[src/rtl/stopwatch_pkg.sv]
// Shared types and constants for the stopwatch controller and its BCD counter.
package stopwatch_pkg;

    typedef enum logic [1:0] {
        IDLE = 2'd0,
        RUN  = 2'd1,
        LAP  = 2'd2,
        STOP = 2'd3
    } sw_state_t;

    localparam logic [3:0] BCD_MAX_DIGIT      = 4'd9;
    localparam int         NUM_DIGITS_DEFAULT = 8;

endpackage

[src/rtl/bcd_counter.sv]
// Multi-digit BCD up-counter: one 0..9 counter per digit, carry rippling through all digits in one cycle.
module bcd_counter
    import stopwatch_pkg::*;
#(
    parameter int N = NUM_DIGITS_DEFAULT
) (
    input  logic           clk_i,
    input  logic           rst_ni,
    input  logic           clear_i,
    input  logic           inc_i,
    output logic [4*N-1:0] count_o,
    output logic           wrap_o
);

    logic [N:0] carry;

    assign carry[0] = inc_i;

    for (genvar g = 0; g < N; g++) begin : g_digit
        logic [3:0] digit_q;
        logic [3:0] digit_d;

        // A digit at 9 (or anything larger) rolls to 0 and passes the carry on.
        always_comb begin
            digit_d = digit_q;
            if (clear_i) begin
                digit_d = 4'd0;
            end else if (carry[g]) begin
                digit_d = (digit_q >= BCD_MAX_DIGIT) ? 4'd0 : digit_q + 4'd1;
            end
        end

        assign carry[g+1] = carry[g] && (digit_q >= BCD_MAX_DIGIT);

        always_ff @(posedge clk_i or negedge rst_ni) begin
            if (!rst_ni) begin
                digit_q <= 4'd0;
            end else begin
                digit_q <= digit_d;
            end
        end

        assign count_o[4*g +: 4] = digit_q;
    end

    assign wrap_o = carry[N] && !clear_i;

endmodule

[src/rtl/stopwatch_ctrl.sv]
// Stopwatch control FSM: run/stop/lap/clear sequencing around a BCD time register with a lap snapshot.
module stopwatch_ctrl
    import stopwatch_pkg::*;
#(
    parameter int NUM_DIGITS = NUM_DIGITS_DEFAULT
) (
    input  logic                    clk_i,
    input  logic                    rst_ni,
    input  logic                    btn_start_stop_i,
    input  logic                    btn_lap_i,
    input  logic                    btn_clear_i,
    input  logic                    time_tick_i,
    output logic                    timer_start_o,
    output logic [4*NUM_DIGITS-1:0] display_value_o,
    output logic                    lap_active_o,
    output logic                    overflow_o
);

    localparam int W = 4 * NUM_DIGITS;

    sw_state_t      state_q, state_d;
    logic           clear_cnt;
    logic           take_snap;
    logic           inc_cnt;
    logic           wrap;
    logic [W-1:0]   count;
    logic [W-1:0]   snapshot_q, snapshot_d;
    logic [W-1:0]   display_q, display_d;
    logic           timer_start_q, timer_start_d;
    logic           lap_active_q, lap_active_d;
    logic           overflow_q, overflow_d;

    always_ff @(posedge clk_i or negedge rst_ni) begin
        if (!rst_ni) begin
            state_q <= IDLE;
        end else begin
            state_q <= state_d;
        end
    end

    // Clear outranks start/stop, which outranks lap; clear only acts when not running.
    always_comb begin
        state_d   = state_q;
        clear_cnt = 1'b0;
        take_snap = 1'b0;
        unique case (state_q)
            IDLE: begin
                if (btn_clear_i) begin
                    clear_cnt = 1'b1;
                end else if (btn_start_stop_i) begin
                    state_d = RUN;
                end
            end
            RUN: begin
                if (btn_start_stop_i) begin
                    state_d = STOP;
                end else if (btn_lap_i) begin
                    state_d   = LAP;
                    take_snap = 1'b1;
                end
            end
            LAP: begin
                if (btn_start_stop_i) begin
                    state_d = STOP;
                end else if (btn_lap_i) begin
                    state_d = RUN;
                end
            end
            STOP: begin
                if (btn_clear_i) begin
                    state_d   = IDLE;
                    clear_cnt = 1'b1;
                end else if (btn_start_stop_i) begin
                    state_d = RUN;
                end
            end
            default: state_d = IDLE;
        endcase
    end

    assign inc_cnt = time_tick_i && ((state_q == RUN) || (state_q == LAP));

    bcd_counter #(
        .N(NUM_DIGITS)
    ) u_live_count (
        .clk_i   (clk_i),
        .rst_ni  (rst_ni),
        .clear_i (clear_cnt),
        .inc_i   (inc_cnt),
        .count_o (count),
        .wrap_o  (wrap)
    );

    // The snapshot captures the count before any same-cycle tick lands.
    always_comb begin
        snapshot_d    = take_snap ? count : snapshot_q;
        display_d     = (state_q == LAP) ? snapshot_q : count;
        timer_start_d = (state_d == RUN) || (state_d == LAP);
        lap_active_d  = (state_d == LAP);
        overflow_d    = clear_cnt ? 1'b0 : (overflow_q || wrap);
    end

    always_ff @(posedge clk_i or negedge rst_ni) begin
        if (!rst_ni) begin
            snapshot_q    <= '0;
            display_q     <= '0;
            timer_start_q <= 1'b0;
            lap_active_q  <= 1'b0;
            overflow_q    <= 1'b0;
        end else begin
            snapshot_q    <= snapshot_d;
            display_q     <= display_d;
            timer_start_q <= timer_start_d;
            lap_active_q  <= lap_active_d;
            overflow_q    <= overflow_d;
        end
    end

    assign timer_start_o   = timer_start_q;
    assign display_value_o = display_q;
    assign lap_active_o    = lap_active_q;
    assign overflow_o      = overflow_q;

endmodule

[config.mk]
export PLATFORM = sky130hd
export DESIGN_NAME = stopwatch_ctrl
export DESIGN_NICKNAME = d
export VERILOG_FILES = /design/src/rtl/stopwatch_pkg.sv /design/src/rtl/bcd_counter.sv /design/src/rtl/stopwatch_ctrl.sv
export SDC_FILE = /design/constraint.sdc
export NUM_CORES = 1
export LEC_CHECK = 0
export CAP_MARGIN = 30
export CORE_ASPECT_RATIO = 1.25
export CORE_MARGIN = 4
export CORE_UTILIZATION = 40
export DETAILED_ROUTE_END_ITERATION = 8
export MAX_ROUTING_LAYER = met4
export PLACE_DENSITY = 0.57
export SLEW_MARGIN = 5
export SYNTH_ARGS = -nofsm -noshare
export SYNTH_HDL_FRONTEND = slang
export SYNTH_SLANG_ARGS = --single-unit
[constraint.sdc]
create_clock -name clk_i -period 4.18 [get_ports clk_i]
set_input_delay 1.045 -clock clk_i [delete_from_list [all_inputs] [get_ports clk_i]]
set_output_delay 1.045 -clock clk_i [all_outputs]
set_load 0.1 [all_outputs]
* Yosys cells after proc, flatten, opt, wreduce, memory -nomap -nowiden
Index checks and enable logic that the tools add are counted.
Widths: inputs -> output; s select.
** Operators by class
- Multiplexer cells :: 39
- Magnitude comparators :: 8
- Reduce and logical (&&, ||, !) cells :: 24
- Add/sub/neg operators :: 8
- Equality and inequality tests :: 5
** Operator list (count)
- $mux 4 :: 24
- $add 4x1->4 const B :: 8
- $ge 4x4->1 const B :: 8
- $mux 32 :: 1
- $reduce_bool 2->1 :: 8
- $mux 2 :: 7
- $logic_and 1x1->1 :: 10
- $pmux 2 s4 :: 1
- $eq 2x2->1 const B :: 3
- $mux 1 :: 6
- $eq 2x1->1 const B :: 2
- $logic_or 1x1->1 :: 3
- $logic_not 2->1 :: 1
- $reduce_or 2->1 :: 1
- $logic_not 1->1 :: 1
** Word-level totals
- Bits in registers :: 101
- Logic and storage cells :: 98
- Output and inout port bits :: 35

* Depth between registers and ports, before layout
Gate-level depths: netlist (run 1).
- Word-level depth :: 14
- Depth in mapped cells :: 9
- Gate-level depth less buffers :: 7

* By module
Synthesis (run 1) repeated with hierarchy kept, for this count alone.
** Unflattened totals
- Cell total of the unflattened synthesis :: 391
- Area total of the unflattened synthesis :: 4883.4 um^2
** By module, submodules not included
- stopwatch_ctrl :: area an instance 2827.7 um^2, seq. area each 1726.7 um^2, instances 1, cells each 168
- bcd_counter :: area an instance 2055.7 um^2, seq. area each 800.8 um^2, instances 1, cells each 223

* Worst setup path after synthesis (run 1)
Ideal clock, no wire load.
- Kind :: input -> register
- Start :: input time_tick_i
- End :: register u_live_count.g_digit[5].digit_q[0]
- Stages :: 7
- Path slack :: 1427 ps
- Required time :: 4106 ps
- Arrival time :: 2679 ps
- Cells stage by stage :: nand2_1 > or3_1 > buf_6 > or4_1 > buf_2 > or3_1 > a21oi_2
** Between the ends
- Cells in the longest elaborated chain, start to end :: 7
** Ends and longest elaborated chain
- start, declared :: RTL line stopwatch_ctrl.sv:12 : input logic time_tick_i,
- $logic_and 1x1->1 :: RTL line stopwatch_ctrl.sv:81 : assign inc_cnt = time_tick_i && ((state_q == RUN) || (state_q == LAP));
- $logic_and 1x1->1 (5 in series) :: RTL line bcd_counter.sv:33 : assign carry[g+1] = carry[g] && (digit_q >= BCD_MAX_DIGIT);
- $reduce_bool 2->1 (no source line)
- end signal, assigned :: RTL line bcd_counter.sv:39 : digit_q <= digit_d;
- end, declared :: RTL line bcd_counter.sv:20 : logic [3:0] digit_q;
Every way passes these cells.
A chain may end at the register's enable or synchronous reset.

* Final worst setup path (run 1)
Same ends and word-level chain as after synthesis.

==> reports/qor.yml, run 1 <==
status:
  status: "finished clean"
clocking:
  clkTransAtPathRegs_ns: 0.07
  cts_setup_buffers: 0
  cts-resized-gates: 0
  cts_max_level: 3
  clkLatencyLatePin_ns: 0.35
  cts-root-buf: "clkbuf_16"
  hold_buffers: 0
  cts_buffers: 9
  cts.sink_count: 101
  clk_path_buf_depth: 2
  cts_tree: "done"
synthesis:
  yosysUniqueCellTypes: 52
  ys_seq_elements: 101
  synth-main-ff-cell: "dfrtp_1"
  ys_seq_area_share_pct: 54.8
  synth.top_cell.area_share_pct: 54.8
  netlist_instances: 429
  syn-num-nets: 464
  synth.area.top_cells: "dfrtp_1 (55%), ha_1 (7.9%), mux2_2 (5.9%)"
  syn_area_per_cell_um2: 10.8
  synth_edf_count: 0
  ys_warn_count: 0
  synthesis.area_um2: 4620
  async_flop_share_pct: 100
  post-synth-top-area-cell: "dfrtp_1"
worst_setup_path:
  cp_data_required_time_ns: 4.46
  crit_path_max_incr_delay_ns: 0.70
  r2r_start: "state_q[1]"
  path_delay_family: "simple AND/OR/NAND/NOR gates"
  path_cells: "clkdlybuf4s50_1 > nand2_1 > or3_1 > or4_1 > or3_1 > a21oi_2"
  critPathMaxFanout: 10
  slowest_stage: "or4_1"
  worst-path-buf-inv: 1
  crit_start: "time_tick_i"
  critPathMostFrequentCell: "or3_1"
  crit_type: "in2reg"
  critPathLaunchType: "primary input"
  worstPathArrival_ns: 3.35
  reg2reg_slack_ns: 1.49
  cp-end-kind: "register"
timing:
  post-route-period-util_pct: 73.4
  clock_skew_ns: 0.00969
  finalHoldViolCount: 0
  worst_hold_slack_ns: 0.478
  tightest_slew_ns: 1.01
  setup-violations-final: 0
  setup_tns_ns: 0
  rsz0062_at_grt: "no"
  slew_headroom_pct: 32.6
  clock.fmax_mhz: 326
  fin_crit_ns: 3.07
  drv_slew: 0
drt:
  initialDrtViolationCount: 83
  vias: 3175
  routed_wl_mm: 9.00
  drc_errors: 0
  drtAntennaViolNets: 0
  routed_via_density: 5.23
  wl_per_cell_um: 14.8
  drt_pre_antenna_iters: 4
layout:
  final_cell_area_um2: 5460
  antennaDiodeCount: 0
  final_cells: 607
  layout-drive-gt1-share_pct: 11.2
  nets: 503
  syn2layout_area_growth_pct: 18.3
die:
  die_w_um: 104
  num_io_pins: 41
  rows: 43
  floorplan.initialDensity_pct: 41.2
  dieHeight_um: 128
  core_area_um2: 11200
  dieArea_um2: 13300
placed_design:
  dp_hpwl_mm: 6.16
  place_congestion: 0.815
  port_buffers: 40
  dpl.cell_count: 592
  placed_area_um2: 5170
min_path:
  hp-start: "snapshot_q[4]"
  holdCritPathClass: "reg2reg"
power:
  p_leak_uw: 0.00251
  power_uw: 2450
  p_per_area_nw_per_um2: 449
  ir_worst_vdd_mv: 0.191
global_route:
  grt_max_degree: 65
  grt_pass1_wl_mm: 15.7
  grt_use_total_pct: 15.0
  antenna_found_initial: 0
  grt_pass1_vias: 3212
  gr-total-overflow: 0
job:
  drv_cap: 0
cell usage in the layout (no fill, tap or decap), drive strengths merged, types with 10 or more instances in the layout:
cell type	synthesis	layout
nor3	10	10
nor2	14	14
mux2	24	24
inv	25	25
ha	29	29
clkdlybuf4s50	0	39
nand3	10	10
nand2	59	59
a21oi	15	15
dfrtp	101	101
clkbuf	15	14
o21ai	52	52
tightest hold or removal path, delay by kind of cell, from the launching register on:
kind	cells	cell delay (ns)
DFF	1	0.34
AOI/OAI and AO/OA	1	0.06
and+or+nand+nor	1	0.05
registers in the layout, indices dropped and copies added (netlist names):
register                      cells
u_live_count.g_digit.digit_q     32
display_value_o                  32
lap_active_o                      1
timer_start_o                     1
snapshot_q                       32
state_q                           2
overflow_o                        1
worst paths after layout:
check                                                          end  cells after the start
worst max register to register  u_live_count.g_digit[5].digit_q[0]                      7
min in group asynchronous                       display_value_o[1]                      1
worst min register to register                       snapshot_q[4]                      2
worst max-delay path            u_live_count.g_digit[5].digit_q[0]                      6
max in group asynchronous                            snapshot_q[6]                      2
worst min-delay path                                 snapshot_q[4]                      2
layer usage:
metal	vias up	GRT usage [%]	share of wire (%)
met2	41	24.1	49
met1	1546	18.7	45
met4	0	7.90	2.9
met5	-	-	0
li1	1573	-	-
met3	15	2.02	2.6
cells by family after synthesis:
| logic type | after synthesis | synth area share, % |
|---|---|---|
| AND/OR/NAND/NOR | 134 | 14.7 |
| flip-flops | 101 | 54.8 |
| AO/OA/AOI/OAI | 95 | 12.5 |
| buffers and inverters | 43 | 3.69 |
| adder cells (fa/ha/maj) | 29 | 7.86 |
| multiplexers | 26 | 6.29 |
| XOR/XNOR | 1 | 0.190 |
stage by stage:
step	util [%]	setup WS, ns
after floorplan	-	1.43
after global placement	46.2	0.785
after detailed placement	46.2	0.738
after CTS	48.8	1.11
after global routing	48.8	1.00
final	48.8	1.11
cells in the mapped netlist (2+ instances only):
| cell | instances |
|---|---|
| dfrtp_1 | 101 |
| nand2_1 | 59 |
| o21ai_0 | 51 |
| ha_1 | 29 |
| inv_1 | 25 |
| mux2_2 | 24 |
| clkbuf_1 | 15 |
| a21oi_1 | 14 |
| nor2_1 | 14 |
| nand3_1 | 10 |
| nor3_1 | 10 |
| nor2b_1 | 5 |
| and3_1 | 4 |
| nand3b_1 | 4 |
| a31o_2 | 3 |
| a32o_1 | 3 |
| and2_1 | 3 |
| nand2b_1 | 3 |
| nor3b_1 | 3 |
| o21bai_1 | 3 |
| o31ai_1 | 3 |
| or3_1 | 3 |
| or3b_2 | 3 |
| a41o_1 | 2 |
| and4_1 | 2 |
| mux2i_1 | 2 |
| nand4_1 | 2 |
| nand4b_1 | 2 |
| nor4b_1 | 2 |
| o211ai_1 | 2 |
| o21a_1 | 2 |
final cells by class:
cell class	count	area [um2]
fillers	1071	5730
clock inverters	1	30.0
well taps	135	169
inverters	25	93.8
multi-input cells	285	1920
repair buffers	46	455
clock buffers	14	264
flip-flops and latches	101	2530
power breakdown:
part	internal, uW	switching, uW	total, uW
clock network	494	340	834
registers	1030	32.2	1060
logic	154	399	553
Note: power is estimated with default switching activity, not from simulation.
==> inputs of run 2 (changes only) <==
==> constraint.sdc (replaced) <==
create_clock -name clk_i -period 2.9 [get_ports clk_i]
set_input_delay 0.725 -clock clk_i [delete_from_list [all_inputs] [get_ports clk_i]]
set_output_delay 0.725 -clock clk_i [all_outputs]
set_load 0.1 [all_outputs]
==> run 2 against run 1 <==
Effect of this change: sequential cell count is the same; worst setup slack lost 0.60 ns; clock skew shrank 0.0036 ns; clock power grew 44%; routed wire length grew 1.6%; critical path depth is the same; register-to-register slack lost 0.96 ns.
==> reports/qor.yml, run 2 (synthesis gave the netlist of run 1 again) <==
die:
  num_io_pins: 41  # unchanged
  die_w_um: 104  # unchanged
  core_area_um2: 11200  # unchanged
  dieArea_um2: 13300  # unchanged
  floorplan.initialDensity_pct: 41.2  # unchanged
  dieHeight_um: 128  # unchanged
  rows: 43  # unchanged
drt:
  drc_errors: 0  # unchanged
  routed_via_density: 5.22  # -0.16%
  routed_wl_mm: 9.14  # +1.6%
  wl_per_cell_um: 14.8  # +0.12%
  vias: 3217  # +1.3%
  initialDrtViolationCount: 79  # -4.8%
  drtAntennaViolNets: 0  # unchanged
  drt_pre_antenna_iters: 4  # unchanged
layout:
  antennaDiodeCount: 0  # unchanged
  layout_common_cells: "dfrtp_1 (101), nand2_1 (59), o21ai_0 (51), buf_4 (48), ha_1 (28)"
  final_common_cell: "dfrtp_1"
  fillers: 1049  # -2.1%
  syn2layout_area_growth_pct: 17.9
  nets: 511  # +1.6%
  layout-drive-gt1-share_pct: 20.6  # +9.4 points
placed_design:
  port_buffers: 40  # unchanged
  place_congestion: 0.822  # +0.88%
  dp_hpwl_mm: 6.31  # +2.4%
timing:
  worst_hold_slack_ns: 0.354  # -0.124 ns
  drv_slew: 0  # unchanged
  post-route-period-util_pct: 82.2
  finalHoldViolCount: 0  # unchanged
  clock.fmax_mhz: 419
  tightest_slew_ns: 0.506  # -0.502 ns
  slew_headroom_pct: 65.8  # +33 points
  clock_skew_ns: 0.00604  # -0.00364 ns
  rsz0062_at_grt: "no"
  fin_crit_ns: 2.38
  setup_tns_ns: 0  # unchanged
  setup-violations-final: 0  # unchanged
worst_setup_path:
  cp-end-kind: "register"
  critPathMaxFanout: 2  # -8
  reg2reg_slack_ns: 0.53  # -0.96 ns
  critPathLaunchType: "primary input"
  worstPathArrival_ns: 2.66  # -0.69 ns
  r2r_start: "u_live_count.g_digit[3].digit_q[0]"
  timing.rr.end: "u_live_count.g_digit[7].digit_q[2]"
  cp_data_required_time_ns: 3.18  # -1.28 ns
  crit_type: "in2reg"
  r2r_cells: 8  # +1
clocking:
  cts-root-buf: "clkbuf_16"
  cts_setup_buffers: 0  # unchanged
  clkTransAtPathRegs_ns: 0.06  # about the same
  hold_buffers: 0  # unchanged
  cts_buffers: 9  # unchanged
  cts_tree: "done"
  cts_max_level: 3  # unchanged
  cts.sink_count: 101  # unchanged
  cts-resized-gates: 0  # unchanged
  clk_path_buf_depth: 2  # unchanged
  clkLatencyLatePin_ns: 0.34  # about the same
global_route:
  grt_use_total_pct: 15.0  # -0.037 points
  antenna_found_initial: 0  # unchanged
  grt_max_degree: 65  # unchanged
  gr-total-overflow: 0  # unchanged
  grt_pass1_wl_mm: 15.7  # -0.27%
  grt_pass1_vias: 3248  # +1.1%
min_path:
  holdCritPathClass: "in2async"
status:
  status: "finished clean"
job:
  drv_cap: 0  # unchanged
power:
  power_uw: 3540  # +44%
  p_leak_uw: 0.00263  # +4.8%
  p_per_area_nw_per_um2: 650  # +45%
  ir_worst_vdd_mv: 0.274  # +43%
## run 2: critical path, stage by stage
cell             delay [ns]
clkdlybuf4s50_1        0.50
nand2_1                0.07
or3_1                  0.34
or4_1                  0.55
or3_1                  0.34
a21oi_2                0.14
## run 2: routing by layer
metal	wire length (um)	share of wire (%)	GRT usage [%]	vias up
met4	114	1.2	5.48	0
met1	4170	46	18.1	1585
met3	274	3.0	3.17	10
met2	4580	50	25.0	39
li1	-	-	-	1583
met5	0	0	-	-
## run 2: final cells by class
cell class | count | area, um2 | area share [%]
Timing Repair Buffer | 54 | 440 | 8.09
Sequential cell | 101 | 2530 | 46.4
Clock inverter | 5 | 50.0 | 0.919
Clock buffer | 11 | 243 | 4.46
Multi-Input combinational cell | 285 | 1920 | 35.3
Inverter | 25 | 93.8 | 1.72
Tap cell | 135 | 169 | 3.10
## run 2: report_power, final
group	internal, uW	switching, uW	total [uW]
Clock	687	510	1200
Combinational	231	577	808
Sequential	1480	48.2	1530
## run 2: stage by stage
step	area (um2)	std cells	utilization, %	setup WS (ns)
finish	5440	616	48.6	0.515
detailed placement	5150	600	46.0	0.146
global route	5440	616	48.6	0.267
CTS	5440	616	48.6	0.498
global placement	5150	600	46.0	0.158
floorplan	4620	429	-	0.439
## run 2: how the worst max path moves through the flow
stage / startpoint / endpoint / slack, ns
after floorplan: u_live_count.g_digit[0].digit_q[0] / u_live_count.g_digit[5].digit_q[0] / 0.44
after global placement: time_tick_i / u_live_count.g_digit[3].digit_q[3] / 0.16
after detailed placement: time_tick_i / u_live_count.g_digit[3].digit_q[3] / 0.15
after CTS: u_live_count.g_digit[3].digit_q[0] / u_live_count.g_digit[7].digit_q[2] / 0.50
after global routing: u_live_count.g_digit[3].digit_q[0] / u_live_count.g_digit[7].digit_q[2] / 0.27
final: time_tick_i / u_live_count.g_digit[5].digit_q[0] / 0.52
==> inputs of run 3 (changes only) <==
==> constraint.sdc (replaced) <==
create_clock -name clk_i -period 2.3 [get_ports clk_i]
set_input_delay 0.575 -clock clk_i [delete_from_list [all_inputs] [get_ports clk_i]]
set_output_delay 0.575 -clock clk_i [all_outputs]
set_load 0.1 [all_outputs]
==> run 3 against run 2 <==
Effect of this change: utilization increased by 2.0 points; first-iteration DRC count increased by 65%; via count increased by 2.5%; routed wire length increased by 4.7%; combinational power increased by 45%; total power increased by 28%; critical endpoint unchanged; largest cell class unchanged; highest routed layer unchanged.
==> reports/qor.yml, run 3 (synthesis gave the netlist of run 1 again) <==
worst_setup_path:
  r2r_start: "state_q[1]"
  critPathLaunchType: "primary input"
  crit_type: "in2reg"
  worstPathArrival_ns: 2.52  # -0.14 ns
  cp-end-kind: "register"
  crit_start: "time_tick_i"
  cp_data_required_time_ns: 2.57  # -0.61 ns
  critPathMaxFanout: 3  # +1
layout:
  nets: 534  # +4.5%
  fillers: 1040  # -0.86%
  syn2layout_area_growth_pct: 22.8
  regArea_um2: 2530  # unchanged
  layout_common_cells: "dfrtp_1 (101), buf_4 (69), nand2_1 (58), o21ai_0 (51), ha_1 (26)"
  final_common_cell: "dfrtp_1"
  layout-drive-gt1-share_pct: 25.8  # +5.2 points
  multi_input_area_um2: 1960  # +2.0%
  final_cells: 639  # +3.7%
  final_util_pct: 50.6  # +2.0 points
  final_cell_area_um2: 5670  # +4.1%
  antennaDiodeCount: 0  # unchanged
global_route:
  antenna_found_initial: 0  # unchanged
  grt_pass1_vias: 3356  # +3.3%
  grt_use_total_pct: 15.8  # +0.80 points
  gr-total-overflow: 0  # unchanged
  grt_pass1_wl_mm: 16.5  # +5.0%
  grt_max_degree: 53  # -18%
clocking:
  cts_max_level: 3  # unchanged
  cts_buffers: 9  # unchanged
  cts.sink_count: 101  # unchanged
  hold_buffers: 0  # unchanged
  clkLatencyLatePin_ns: 0.34  # about the same
  cts-root-buf: "clkbuf_16"
  cts_tree: "done"
  clk_path_buf_depth: 2  # unchanged
  clkTransAtPathRegs_ns: 0.07  # about the same
placed_design:
  placed_area_um2: 5370  # +4.3%
  place_congestion: 0.821  # -0.18%
  dpl.cell_count: 622  # +3.7%
  dp_hpwl_mm: 6.73  # +6.7%
  port_buffers: 40  # unchanged
status:
  status: "finished clean"
timing:
  post-route-period-util_pct: 97.5
  clock_skew_ns: 0.00617  # +0.000123 ns
  finalHoldViolCount: 0  # unchanged
  drv_slew: 0  # unchanged
  fin_crit_ns: 2.24
  setup-violations-final: 0  # unchanged
  slew_headroom_pct: 68.4  # +2.7 points
  clock.fmax_mhz: 446
  tightest_slew_ns: 0.469  # -0.0370 ns
die:
  dieArea_um2: 13300  # unchanged
  num_io_pins: 41  # unchanged
  die_w_um: 104  # unchanged
  floorplan.initialDensity_pct: 41.2  # unchanged
  core_area_um2: 11200  # unchanged
  dieHeight_um: 128  # unchanged
  rows: 43  # unchanged
power:
  power_frac_clock_pct: 31.6  # -2.2 points
  power_uw: 4530  # +28%
  seqPwrFrac_pct: 42.6  # -0.7 points
  comb_power_share_pct: 25.8  # +3.0 points
  p_leak_uw: 0.00275  # +4.4%
  sw_frac_of_total_pct: 32.7  # +0.62 points
  ir_worst_vdd_mv: 0.368  # +35%
  p_switching_uw: 1480  # +30%
  p_per_area_nw_per_um2: 799  # +23%
  cell_internal_pwr_uw: 3050  # +27%
drt:
  routed_wl_mm: 9.58  # +4.7%
  top_layer_used: "met4"
  drc_errors: 0  # unchanged
  initialDrtViolationCount: 130  # +65%
  met3_wirelength_um: 226  # -18%
  drtAntennaViolNets: 0  # unchanged
  routed_via_density: 5.16  # -1.2%
  vias: 3298  # +2.5%
  wl_per_cell_um: 15.0  # +0.98%
  met1_length_mm: 4.27  # +2.4%
  drt_pre_antenna_iters: 5  # +1
  wl_met2_mm: 4.90  # +7.0%
min_path:
  holdCritPathClass: "in2async"
job:
  drv_cap: 0  # unchanged
run 3: changes by cell type in the layout (fill, tap and decap cells not counted), sizes merged:
cell      previous run  this run
bufinv               1         0
clkinvlp             0         2
buf                 50        73
clkinv               4         1
clkbuf              11        13
run 3: critical path, cell delays in order:
cell and delay, ns:
clkdlybuf4s50_1 0.55, nand2_4 0.07, or3_1 0.40, or4_4 0.43, or3_1 0.37, a21oi_2 0.12
run 3: per-stage QoR:
stage | hold WS, ns | setup WS [ns] | setup TNS, ns
floorplan | 0.279 | -0.0279 | -0.0279
global route | 0.188 | -0.00398 | -0.00398
finish | 0.167 | 0.0564 | 0
global placement | 0.462 | -0.297 | -2.92
CTS | 0.171 | 0.0492 | 0
detailed placement | 0.470 | -0.301 | -3.14
run 3: final cells by class:
cell class	instances	area share (%)
multi-input cells	285	34.6
well taps	135	2.98
inverters	25	1.66
clock inverters	3	0.353
clock buffers	13	4.59
repair buffers	77	11.3
flip-flops and latches	101	44.6
run 3: repair_timing:
action	4_1_cts	5_1_grt
endpoints found under the setup margin	0	1
resized for setup	0	3
setup buffers	0	1
run 3: power groups by stage:
stage                     clock network, uW  registers, uW  logic (uW)
after detailed placement                  0           1960        1170
after floorplan                           0           2220         545
after global placement                    0           1960        1150
after global routing                   1550           1940        1280
final                                  1430           1930        1170
after CTS                              1490           1930        1180
run 3: worst paths after layout:
| check | cells past startpoint | slack [ns] | to |
|---|---|---|---|
| max | 6 | 0.06 | u_live_count.g_digit[5].digit_q[0] |
| min | 1 | 0.17 | display_value_o[18] |
| max reg2reg | 7 | 0.08 | u_live_count.g_digit[5].digit_q[0] |
| min reg2reg | 2 | 0.48 | snapshot_q[0] |
| max in group asynchronous | 2 | 1.59 | timer_start_o |
| min in group clk_i | 2 | 0.48 | snapshot_q[0] |
run 3: per-layer routing:
metal / global-route usage [%] / up-vias
met2: 26.7 / 43
li1: - / 1628
met1: 18.8 / 1612
met4: 5.63 / 0
met5: - / -
met3: 3.43 / 15
==> RTL edit, RTL diff (flow settings as in run 1) <==
The package constant `NUM_DIGITS_DEFAULT` goes from 8 to 12.
--- a/src/rtl/stopwatch_pkg.sv
+++ b/src/rtl/stopwatch_pkg.sv
@@ -11,3 +11,3 @@
     localparam logic [3:0] BCD_MAX_DIGIT      = 4'd9;
-    localparam int         NUM_DIGITS_DEFAULT = 8;
+    localparam int         NUM_DIGITS_DEFAULT = 12;
 
Interface: changed (resized display_value_o); port bits go from 41 to 57. No check against the original RTL was run, so the function may have changed too.
==> RTL edit against run 1 <==
  * Final area up 51%
  * Register-to-register slack worse by 210 ps
  * Synthesized cell count up 50%
  * Wire length up 58%
  * Non-clock buffer count up 21
  * Sequential power up 46%
  * Via count up 54%
  * Worst setup slack worse by 110 ps
  * Fmax down 3.5%
  * Power up 50%
  * Area after synthesis up 49%
  * Sequential cell count up 48
  * Critical path type unchanged
  * Largest power group unchanged
==> RTL edit: results (changes against run 1) <==
distinct cell type count after synthesis -> 53 (was 52)
share of cells above drive strength 1 -> 13.76% (was 11.23%)
Reg-to-Reg End -> u_live_count.g_digit[7].digit_q[2] (was u_live_count.g_digit[5].digit_q[0])
post-DR vias/cell -> 5.252 (was 5.231)
Synth area leaders -> dfrtp_1 (54%), ha_1 (7.5%), mux2_2 (6.9%) (was dfrtp_1 (55%), ha_1 (7.9%), mux2_2 (5.9%))
GR Util All Layers -> 15.97% (was 15.03%)
r2r startpoint -> state_q[1] (unchanged)
Worst-path clk slew -> 60 ps
Post-synth top cells -> dfrtp_1 (149), nand2_1 (79), o21ai_0 (69) (was dfrtp_1 (101), nand2_1 (59), o21ai_0 (51))
Hold Path Class -> reg2reg (unchanged)
setup bufs post-CTS -> 0 (unchanged)
CP arrival -> 3520 ps (was 3350 ps)
first-pass GRT wire length -> 24.64 mm (was 15.72 mm)
Max FO, Critical Path -> 22 (was 10)
status -> complete, no violations (unchanged)
flop2flop setup slack -> 1280 ps (was 1490 ps)
Leakage Power -> 3.762 nW (was 2.512 nW)
clock tree buffer depth -> 2 (unchanged)
dpl hpwl -> 9.511 mm (was 6.161 mm)
post-cts sizing count -> 0 (unchanged)
CTS buffer count -> 17 (was 9)
WL/cell -> 15.26 um (was 14.82 um)
Filler Cells Inserted -> 1,528 (was 1,071)
reg2reg path depth -> 7 (unchanged)
hold buffer count at cts -> 0 (unchanged)
peak supply drop -> 0.2454 mV (was 0.1907 mV)
diode count -> 0 (unchanged)
Post-Syn Nets -> 692 (was 464)
Warnings, synthesis -> 0 (unchanged)
slowest cell delay on critical path -> 620 ps (was 700 ps)
Final Wtd Congestion -> 0.8333 (was 0.8148)
async set or reset register ratio after synthesis -> 100.0% (unchanged)
crit path from -> time_tick_i (unchanged)
Worst-Skew Late Latency -> 420 ps (was 350 ps)
initial antenna violation count -> 0 (unchanged)
vias in the first global route -> 5,188 (was 3,212)
DRT Pass-1 Iters -> 4 (unchanged)
grt ovf -> 0 (unchanged)
H-tree Lvls -> 4 (was 3)
CP max stage cell -> or3_4 (was or4_1)
largest net degree at the start of global routing -> 90 (was 65)
post-placement cell area -> 7700 um2 (was 5166 um2)
Net Sw Power -> 0.001110 W (was 0.0007706 W)
DRT iter0 DRCs -> 334 (was 83)
Layout Nets -> 748 (was 503)
Setup Crit Path Kind -> in2reg (unchanged)
root buf cell -> clkbuf_16 (unchanged)
register area share after synthesis -> 54.17% (was 54.76%)
Storage cell area -> 3729 um2 (was 2527 um2)
Max Clock Skew -> 9.422 ps (was 9.686 ps)
PortBufs -> 56 (was 40)
slew at the pin closest to its max-slew limit -> 990.2 ps (was 1008 ps)
RTL edit: changes by cell type after synthesis, moves of 15 or more:
cell,before,now
nand2_1,59,79
dfrtp_1,101,149
a21oi_1,14,29
mux2_2,24,42
o21ai_0,51,69
RTL edit: layout make-up:
type,count,area share (%)
multi-input cells,430,35.21
clock inverters,11,1.349
clock buffers,19,5.366
well taps,220,3.335
inverters,36,1.637
flip-flops and latches,149,45.17
repair buffers,67,7.928
RTL edit: logic make-up after synthesis:
kind of cell             after synthesis  share of synthesized area, %
AND/OR/NAND/NOR                      195                         14.23
AO/OA/AOI/OAI                        147                         12.87
flip-flops                           149                         54.17
multiplexers                          47                         7.599
buffers and inverters                 66                         3.672
adder cells (fa/ha/maj)               41                         7.453
RTL edit: critical path, delay by kind of cell:
| kind | cells | cell delay, ps |
|---|---|---|
| simple gates | 4 | 1830 |
| compound gates | 1 | 150 |
| buf+inv | 1 | 490 |
RTL edit: worst min path at each step:
| stage | startpoint | endpoint | slack [ps] | cells after the start |
|---|---|---|---|---|
| after floorplan | snapshot_q[0] | snapshot_q[0] | 450 | 2 |
| after global placement | snapshot_q[45] | display_value_o[45] | 460 | 2 |
| after detailed placement | snapshot_q[5] | display_value_o[5] | 470 | 2 |
| after CTS | snapshot_q[5] | display_value_o[5] | 480 | 2 |
| after global routing | snapshot_q[5] | snapshot_q[5] | 490 | 2 |
| final | snapshot_q[5] | snapshot_q[5] | 480 | 2 |
RTL edit: power by group through the flow:
| stage | registers (W) | clock network, W | logic (W) |
|---|---|---|---|
| 2_1_floorplan | 0.00172 | 0 | 0.000346 |
| 3_3_place_gp | 0.00157 | 0 | 0.000681 |
| 3_5_place_dp | 0.00157 | 0 | 0.000697 |
| 4_1_cts | 0.00155 | 0.00149 | 0.000699 |
| 5_1_grt | 0.00155 | 0.00155 | 0.000762 |
| 6_report | 0.00155 | 0.00145 | 0.000689 |
RTL edit: per-stage QoR:
stage          instances  setup WS, ps
2_1_floorplan        645          1506
3_3_place_gp         901         603.6
3_5_place_dp         902         569.6
4_1_cts              932          1018
5_1_grt              932         898.0
6_report             932          1001
RTL edit: per-layer routing:
metal	wire length (um)	vias to the layer above	part of all wire, %	track usage [%]
met5	0	-	0	-
met4	210	0	1.5	5.682
met2	7505	73	53	27.84
met3	408	21	2.9	3.454
met1	6100	2422	43	18.17
li1	-	2379	-	-
